--- config.mk ---
export PLATFORM = sky130hd
export DESIGN_NAME = video_pattern_source_flat
export DESIGN_NICKNAME = d
export VERILOG_FILES = /design/src/rtl/video_pattern_source_if.sv /design/src/rtl/video_pattern_source.sv /design/src/flat_wrapper.sv
export SDC_FILE = /design/constraint.sdc
export NUM_CORES = 1
export LEC_CHECK = 0
export BUFFER_PORTS_ARGS = -buffer_cell sky130_fd_sc_hd__buf_4
export CAP_MARGIN = 20
export CORE_ASPECT_RATIO = 0.75
export CORE_MARGIN = 2
export CORE_UTILIZATION = 50
export CTS_BUF_LIST = sky130_fd_sc_hd__clkbuf_4
export CTS_CLUSTER_DIAMETER = 120
export CTS_CLUSTER_SIZE = 30
export DETAILED_ROUTE_END_ITERATION = 8
export GPL_ROUTABILITY_DRIVEN = 0
export PLACE_DENSITY = 0.73
export RECOVER_POWER = 25
export SLEW_MARGIN = 20
export SYNTH_ARGS = -nofsm -noshare
export SYNTH_HDL_FRONTEND = slang
export SYNTH_SLANG_ARGS = --single-unit
--- constraint.sdc ---
create_clock -name pixel_clk_clk -period 5.19 [get_ports pixel_clk_clk]
set_input_delay 0.519 -clock pixel_clk_clk [delete_from_list [all_inputs] [get_ports pixel_clk_clk]]
set_output_delay 0.519 -clock pixel_clk_clk [all_outputs]
set_load 0.005 [all_outputs]
--- src/rtl/video_pattern_source_if.sv ---
// Avalon-ST video beat bundle: 24-bit RGB pixel with packet framing.
// The master drives data and framing, the slave returns ready.
interface video_pattern_source_if;
    logic [23:0] src_data;
    logic        src_startofpacket;
    logic        src_endofpacket;
    logic        src_valid;
    logic        src_ready;

    modport master (
        output src_data,
        output src_startofpacket,
        output src_endofpacket,
        output src_valid,
        input  src_ready
    );

    modport slave (
        input  src_data,
        input  src_startofpacket,
        input  src_endofpacket,
        input  src_valid,
        output src_ready
    );
endinterface

--- src/rtl/video_pattern_source.sv ---
// Test-pattern frame generator: bars, gradient, solid or checker
// frames streamed as Avalon-ST packets with an idle gap between frames.
module video_pattern_source #(
    parameter int H_ACTIVE  = 320,
    parameter int V_ACTIVE  = 240,
    parameter int FRAME_GAP = 16
) (
    input  logic                  pixel_clk_clk,
    input  logic                  pixel_reset_reset,
    input  logic                  enable,
    input  logic [1:0]            pattern_sel,
    input  logic [23:0]           solid_color,
    video_pattern_source_if.master src,
    output logic                  frame_done,
    output logic [15:0]           frame_count
);

    localparam logic [11:0] X_LAST = 12'(H_ACTIVE - 1);
    localparam logic [11:0] Y_LAST = 12'(V_ACTIVE - 1);
    localparam logic [11:0] B_LAST = 12'(H_ACTIVE / 8 - 1);
    localparam logic [15:0] G_LAST = 16'((FRAME_GAP == 0) ? 0 : FRAME_GAP - 1);

    typedef enum logic [1:0] {IDLE, STREAM, GAP} state_t;

    state_t      state;
    logic [11:0] x, y, bcol;
    logic [2:0]  bar;
    logic [1:0]  pat_q;
    logic [23:0] color_q;
    logic [15:0] gap_cnt;
    logic [15:0] frame_cnt_q;

    logic [11:0] nx, ny, nbcol;
    logic [2:0]  nbar;
    logic        x_last;

    assign frame_count = frame_cnt_q;

    function automatic logic [23:0] bar_rgb(input logic [2:0] b);
        logic [23:0] v;
        v = 24'h000000;
        case (b)
            3'd0:    v = 24'hFFFFFF;
            3'd1:    v = 24'hFFFF00;
            3'd2:    v = 24'h00FFFF;
            3'd3:    v = 24'h00FF00;
            3'd4:    v = 24'hFF00FF;
            3'd5:    v = 24'hFF0000;
            3'd6:    v = 24'h0000FF;
            default: v = 24'h000000;
        endcase
        return v;
    endfunction

    function automatic logic [23:0] pixel(
        input logic [1:0]  p,
        input logic [23:0] c,
        input logic [7:0]  px,
        input logic [7:0]  py,
        input logic [2:0]  b,
        input logic [7:0]  fc
    );
        logic [23:0] v;
        v = 24'h000000;
        case (p)
            2'd0:    v = bar_rgb(b);
            2'd1:    v = {px, py, fc};
            2'd2:    v = c;
            default: v = (px[3] ^ py[3]) ? 24'hFFFFFF : 24'h000000;
        endcase
        return v;
    endfunction

    // Next coordinate and bar position; the bar counter replaces x / (H/8).
    always_comb begin
        x_last = (x == X_LAST);
        nx     = x_last ? 12'd0 : x + 12'd1;
        ny     = y;
        if (x_last)
            ny = (y == Y_LAST) ? 12'd0 : y + 12'd1;
        nbcol  = (x_last || bcol == B_LAST) ? 12'd0 : bcol + 12'd1;
        nbar   = bar;
        if (x_last)
            nbar = 3'd0;
        else if (bcol == B_LAST)
            nbar = bar + 3'd1;
    end

    always_ff @(posedge pixel_clk_clk) begin
        if (pixel_reset_reset) begin
            state                 <= IDLE;
            x                     <= '0;
            y                     <= '0;
            bcol                  <= '0;
            bar                   <= '0;
            pat_q                 <= '0;
            color_q               <= '0;
            gap_cnt               <= '0;
            frame_cnt_q           <= '0;
            frame_done            <= 1'b0;
            src.src_valid         <= 1'b0;
            src.src_startofpacket <= 1'b0;
            src.src_endofpacket   <= 1'b0;
            src.src_data          <= '0;
        end else begin
            frame_done <= 1'b0;
            case (state)
                IDLE: begin
                    if (enable) begin
                        state                 <= STREAM;
                        pat_q                 <= pattern_sel;
                        color_q               <= solid_color;
                        x                     <= '0;
                        y                     <= '0;
                        bcol                  <= '0;
                        bar                   <= '0;
                        src.src_valid         <= 1'b1;
                        src.src_startofpacket <= 1'b1;
                        src.src_endofpacket   <= 1'b0;
                        src.src_data          <= pixel(pattern_sel, solid_color,
                                                       8'd0, 8'd0, 3'd0,
                                                       frame_cnt_q[7:0]);
                    end
                end
                STREAM: begin
                    if (src.src_ready) begin
                        if (src.src_endofpacket) begin
                            state                 <= (FRAME_GAP == 0) ? IDLE : GAP;
                            frame_done            <= 1'b1;
                            frame_cnt_q           <= frame_cnt_q + 16'd1;
                            x                     <= '0;
                            y                     <= '0;
                            bcol                  <= '0;
                            bar                   <= '0;
                            gap_cnt               <= '0;
                            src.src_valid         <= 1'b0;
                            src.src_startofpacket <= 1'b0;
                            src.src_endofpacket   <= 1'b0;
                            src.src_data          <= '0;
                        end else begin
                            x                     <= nx;
                            y                     <= ny;
                            bcol                  <= nbcol;
                            bar                   <= nbar;
                            src.src_startofpacket <= (nx == 12'd0) && (ny == 12'd0);
                            src.src_endofpacket   <= (nx == X_LAST) && (ny == Y_LAST);
                            src.src_data          <= pixel(pat_q, color_q,
                                                           nx[7:0], ny[7:0], nbar,
                                                           frame_cnt_q[7:0]);
                        end
                    end
                end
                GAP: begin
                    gap_cnt <= gap_cnt + 16'd1;
                    if (gap_cnt == G_LAST)
                        state <= IDLE;
                end
                default: state <= IDLE;
            endcase
        end
    end

endmodule

--- src/flat_wrapper.sv ---
// flat-port wrapper written by rule: the top's interface ports become plain ports
module video_pattern_source_flat 
#(
    parameter int H_ACTIVE  = 320,
    parameter int V_ACTIVE  = 240,
    parameter int FRAME_GAP = 16
)
  (pixel_clk_clk, pixel_reset_reset, enable, pattern_sel, solid_color, frame_done, frame_count, src_src_data, src_src_startofpacket, src_src_endofpacket, src_src_valid, src_src_ready);
  video_pattern_source_if src_i ();
  input  logic pixel_clk_clk;
  input  logic pixel_reset_reset;
  input  logic enable;
  input  logic [1:0] pattern_sel;
  input  logic [23:0] solid_color;
  output logic frame_done;
  output logic [15:0] frame_count;
  output wire logic [$bits(src_i.src_data)-1:0] src_src_data;
  output wire logic [$bits(src_i.src_startofpacket)-1:0] src_src_startofpacket;
  output wire logic [$bits(src_i.src_endofpacket)-1:0] src_src_endofpacket;
  output wire logic [$bits(src_i.src_valid)-1:0] src_src_valid;
  input wire logic [$bits(src_i.src_ready)-1:0] src_src_ready;
  assign src_src_data = src_i.src_data;
  assign src_src_startofpacket = src_i.src_startofpacket;
  assign src_src_endofpacket = src_i.src_endofpacket;
  assign src_src_valid = src_i.src_valid;
  assign src_i.src_ready = src_src_ready;
  video_pattern_source #(.H_ACTIVE(H_ACTIVE), .V_ACTIVE(V_ACTIVE), .FRAME_GAP(FRAME_GAP)) u_core (.pixel_clk_clk(pixel_clk_clk), .pixel_reset_reset(pixel_reset_reset), .enable(enable), .pattern_sel(pattern_sel), .solid_color(solid_color), .src(src_i), .frame_done(frame_done), .frame_count(frame_count));
endmodule
==> flow_summary_export.csv <==
group,metric,value,unit
pwr,power.combinational.fraction,0.116,
routing,totalWireLength,18.1,mm
job,drv_cap,0,
die,pin_count,74,
clock_network,post_cts_resize_count,0,
clock_network,worst_skew_pair.late_latency,520,ps
placed_design,port_buffers,73,
synthesis,synth_compound_area_frac,0.234,
clock_network,cts_hold_buffers,0,
die,initial_util,0.515,
sta,min_period,3600,ps
final_layout,fillerInstances,1233,
synthesis,yosys_register_bits,127,
synthesis,synth-simple-area-share,0.271,
worst_setup_path,rrSetupSlack,1590,ps
worst_setup_path,critPathTopFamily,"compound AO/OA/AOI/OAI gates",
sta,rsz0062_at_grt,"false",
routing,drc,0,
global_routing,gr-total-overflow,0,
sta,worst_clock_skew,18.8,ps
global_routing,grt_pass1_vias,5772,
sta,max_clock_freq,0.278,GHz
clock_network,cts_root_buffer,"sky130_fd_sc_hd__clkbuf_4",
synthesis,synth_xor_area_frac,0.0454,
worst_setup_path,end_kind,"flip-flop",
worst_setup_path,arrival,4020,ps
synthesis,post_synth_main_area_contributors,"sky130_fd_sc_hd__dfxtp_1 (38%), sky130_fd_sc_hd__nor2_1 (7.3%), sky130_fd_sc_hd__a21oi_1 (6.6%), sky130_fd_sc_hd__nand2_1 (5.8%), sky130_fd_sc_hd__o21ai_0 (4.1%)",
pwr,max-vdd-ir-drop,0.237,mV
worst_hold_path,hold-path-endpoint,"u_core.color_q[6]$_SDFFE_PP0P_",
synthesis,async_reset_ff_frac,0,
pwr,power_frac_seq,0.492,
clock_network,cts-buffers-inserted,17,
synthesis,synth_top_family_by_area,"simple AND/OR/NAND/NOR gates",
final_layout,nets,968,
pwr,net-switching-power,0.000569,W
synthesis,synth_enable_flop_cells,0,
die,core_region_area,13100,um2
worst_setup_path,regToRegStartpoint,"u_core.x[0]$_SDFFE_PP0P_",
worst_setup_path,timing.critical_path.cells,"ha_1 > nand4_1 > or4_1 > a41o_1 > a21oi_2 > o21ai_0 > a311oi_1",
worst_hold_path,timing.hold.worst.start,"solid_color[6]",
routing,wl_per_cell,16.3,um
synthesis,synthCells,898,
worst_setup_path,nature_of_the_critical_path_startpoint,"flip-flop",
worst_setup_path,path_buf_inv,0,
final_layout,drive_above_1_share,0.133,
sta,timing.setup.tns,0,ps
die,die_h,105,um
synthesis,post_synth_num_cell_types,67,
synthesis,synth.avg_cell_area,7.52,um2
synthesis,netlist_area,6750,um2
worst_setup_path,reg2reg_to,"u_core.src.src_data[23]$_SDFFE_PP0P_",
pwr,cell_internal_pwr,0.00154,W
worst_setup_path,critical_path_peak_fanout,24,
sta,slew_margin_rel,0.292,
synthesis,synth_adder_area_share,0.0148,
pwr,clk_network_pwr_share,0.392,
clock_network,post-cts-setup-buffers,0,
worst_setup_path,timing.critical_path.slowest_cell_delay,900,ps
pwr,p_per_area,276,nW/um2
die,fp.dieArea,14500,um2
pwr,switching_share,0.270,
worst_setup_path,reg2regPathDepth,7,
clock_network,htree_num_levels,4,
clock_network,tritoncts,"done",
routing,avgViaCountPerCell,5.95,
final_layout,syn2layout_area_growth,13.4,%
global_routing,grt_first_pass_wirelength,29.8,mm
pwr,leakage,2.74,nW
sta,max_slew.worst_pin.slew,1060,ps
synthesis,ys_seq_area_frac,0.377,
sta,finalCritPeriodShare,0.694,
placed_design,detailed_place_hpwl,12.3,mm
routing,postRouteAntennaNets,0,
final_layout,antenna-diode-count,0,
synthesis,mappedNetlistNets,936,
synthesis,synth_ff_type,"sky130_fd_sc_hd__dfxtp_1",
clock_network,clk_pin_slew,130,ps
synthesis,mux_cell_area_share_after_synthesis,0.00612,
sta,timing.final.max_slew_violations,0,
worst_hold_path,timing.hold.worst_path_depth,3,
run_status,run_status,"complete, no violations",
synthesis,synthesis_warnings,0,
routing,detailedRoute.firstPassIterationCount,5,
global_routing,grt_antenna_before_repair,0,
global_routing,grt_util_all_layers,0.250,
sta,hold_violations,0,
worst_hold_path,hp-class,"in -> reg",
synthesis,yosys.area.top_type,"sky130_fd_sc_hd__dfxtp_1",
routing,vias,6629,
worst_setup_path,cp.depth,7,
pwr,fin_total_pwr,0.00211,W
die,fp.dieW,138,um
routing,drt_iter0_markers,619,
worst_setup_path,worstPathRequired,5610,ps
die,cell_rows,36,
clock_network,cts_sinks,127,
sta,setup_violations,0,
worst_setup_path,crit_type,"reg -> reg",
clock_network,ctsLongestPathBuffers,2,
global_routing,grt_max_degree,72,
worst_setup_path,critical-path-slowest-cell,"sky130_fd_sc_hd__or4_1",
synthesis,synth_largest_type_area_fraction,0.377,
==> how the worst max path moves through the flow <==
stage                                   startpoint                                   endpoint  slack [ps]
final                     u_core.x[0]$_SDFFE_PP0P_       u_core.src.src_data[23]$_SDFFE_PP0P_        1590
after global routing      u_core.x[1]$_SDFFE_PP0P_       u_core.src.src_data[23]$_SDFFE_PP0P_        1270
after CTS                 u_core.x[0]$_SDFFE_PP0P_       u_core.src.src_data[23]$_SDFFE_PP0P_        1700
after detailed placement  u_core.x[0]$_SDFFE_PP0P_  u_core.src.src_startofpacket$_SDFFE_PP0P_        1740
after global placement    u_core.x[0]$_SDFFE_PP0P_  u_core.src.src_startofpacket$_SDFFE_PP0P_        1800
after floorplan           u_core.x[0]$_SDFFE_PP0P_    u_core.src.src_endofpacket$_SDFFE_PP0P_        2210
==> logic make-up after synthesis <==
logic type / count (synthesis)
flops: 127
compound gates: 250
xor+xnor: 35
simple gates: 384
buf+inv: 90
mux: 4
fa+ha+maj: 8
==> cell usage after synthesis (10+ instances only) <==
library cell,n
sky130_fd_sc_hd__clkbuf_1,57
sky130_fd_sc_hd__o21ai_0,55
sky130_fd_sc_hd__a311oi_1,23
sky130_fd_sc_hd__or3_1,11
sky130_fd_sc_hd__nor3_1,15
sky130_fd_sc_hd__xor2_1,14
sky130_fd_sc_hd__nor2_1,131
sky130_fd_sc_hd__nand4_1,14
sky130_fd_sc_hd__nand3_1,30
sky130_fd_sc_hd__dfxtp_1,127
sky130_fd_sc_hd__nand2_1,104
sky130_fd_sc_hd__xnor2_1,21
sky130_fd_sc_hd__a21oi_1,89
sky130_fd_sc_hd__o31ai_1,10
sky130_fd_sc_hd__nor2b_1,13
sky130_fd_sc_hd__inv_1,24
==> tightest hold or removal path: cells and delay by family <==
kind | cells | cell delay, ps
buffers and inverters | 1 | 110
AND/OR/NAND/NOR | 1 | 50
AO/OA/AOI/OAI | 1 | 50
==> flip-flops by register name (all words and copies together) (netlist names), 2 cells and up <==
| signal | count |
|---|---|
| u_core.bar | 3 |
| u_core.bcol | 12 |
| u_core.color_q | 24 |
| u_core.frame_count | 16 |
| u_core.gap_cnt | 16 |
| u_core.pat_q | 2 |
| u_core.src.src_data | 24 |
| u_core.state | 2 |
| u_core.x | 12 |
| u_core.y | 12 |
==> power groups by stage <==
stage                     sequential (W)  clock (W)  combinational [W]
after floorplan                  0.00105          0           0.000151
after global placement           0.00106          0           0.000244
after detailed placement         0.00106          0           0.000247
after CTS                        0.00104   0.000840           0.000247
after global routing             0.00104   0.000885           0.000273
final                            0.00104   0.000828           0.000244
==> cell type report <==
class / instances / area, um2 / area share
clock buffer: 18 / 135 / 0.0177
inverter: 24 / 90.1 / 0.0118
tap: 171 / 214 / 0.0280
sequential: 127 / 2540 / 0.332
clock inverter: 14 / 215 / 0.0281
multi-input combinational: 681 / 3880 / 0.507
timing repair buffer: 79 / 574 / 0.0750
==> stage by stage <==
step           instances  area (um2)  hold slack (ps)  setup WS [ps]  utilization
6_report            1114        7650              242           1590        0.584
5_1_grt             1114        7650              202           1270        0.584
4_1_cts             1114        7670              198           1700        0.585
3_5_place_dp        1082        7320              445           1740        0.558
3_3_place_gp        1082        7320              441           1800        0.558
2_1_floorplan        898        6750              433           2210            -
==> per-layer routing <==
layer	wire, um	up-vias	track usage
li1	-	3263	-
met1	8740	3037	0.386
met2	7470	304	0.344
met3	1640	25	0.0458
met4	265	0	0.0838
met5	0	-	0
==> placed cells by master (no fill, tap or decap), types with 15 or more instances in the layout <==
cell type,n
sky130_fd_sc_hd__nand3_1,30
sky130_fd_sc_hd__nand2_1,104
sky130_fd_sc_hd__nor3_1,15
sky130_fd_sc_hd__clkbuf_4,48
sky130_fd_sc_hd__a311oi_1,23
sky130_fd_sc_hd__dfxtp_1,127
sky130_fd_sc_hd__o21ai_0,55
sky130_fd_sc_hd__a21oi_1,88
sky130_fd_sc_hd__inv_1,24
sky130_fd_sc_hd__xnor2_1,21
sky130_fd_sc_hd__buf_4,44
sky130_fd_sc_hd__nor2_1,131
Power figures use the tool's default switching activity.
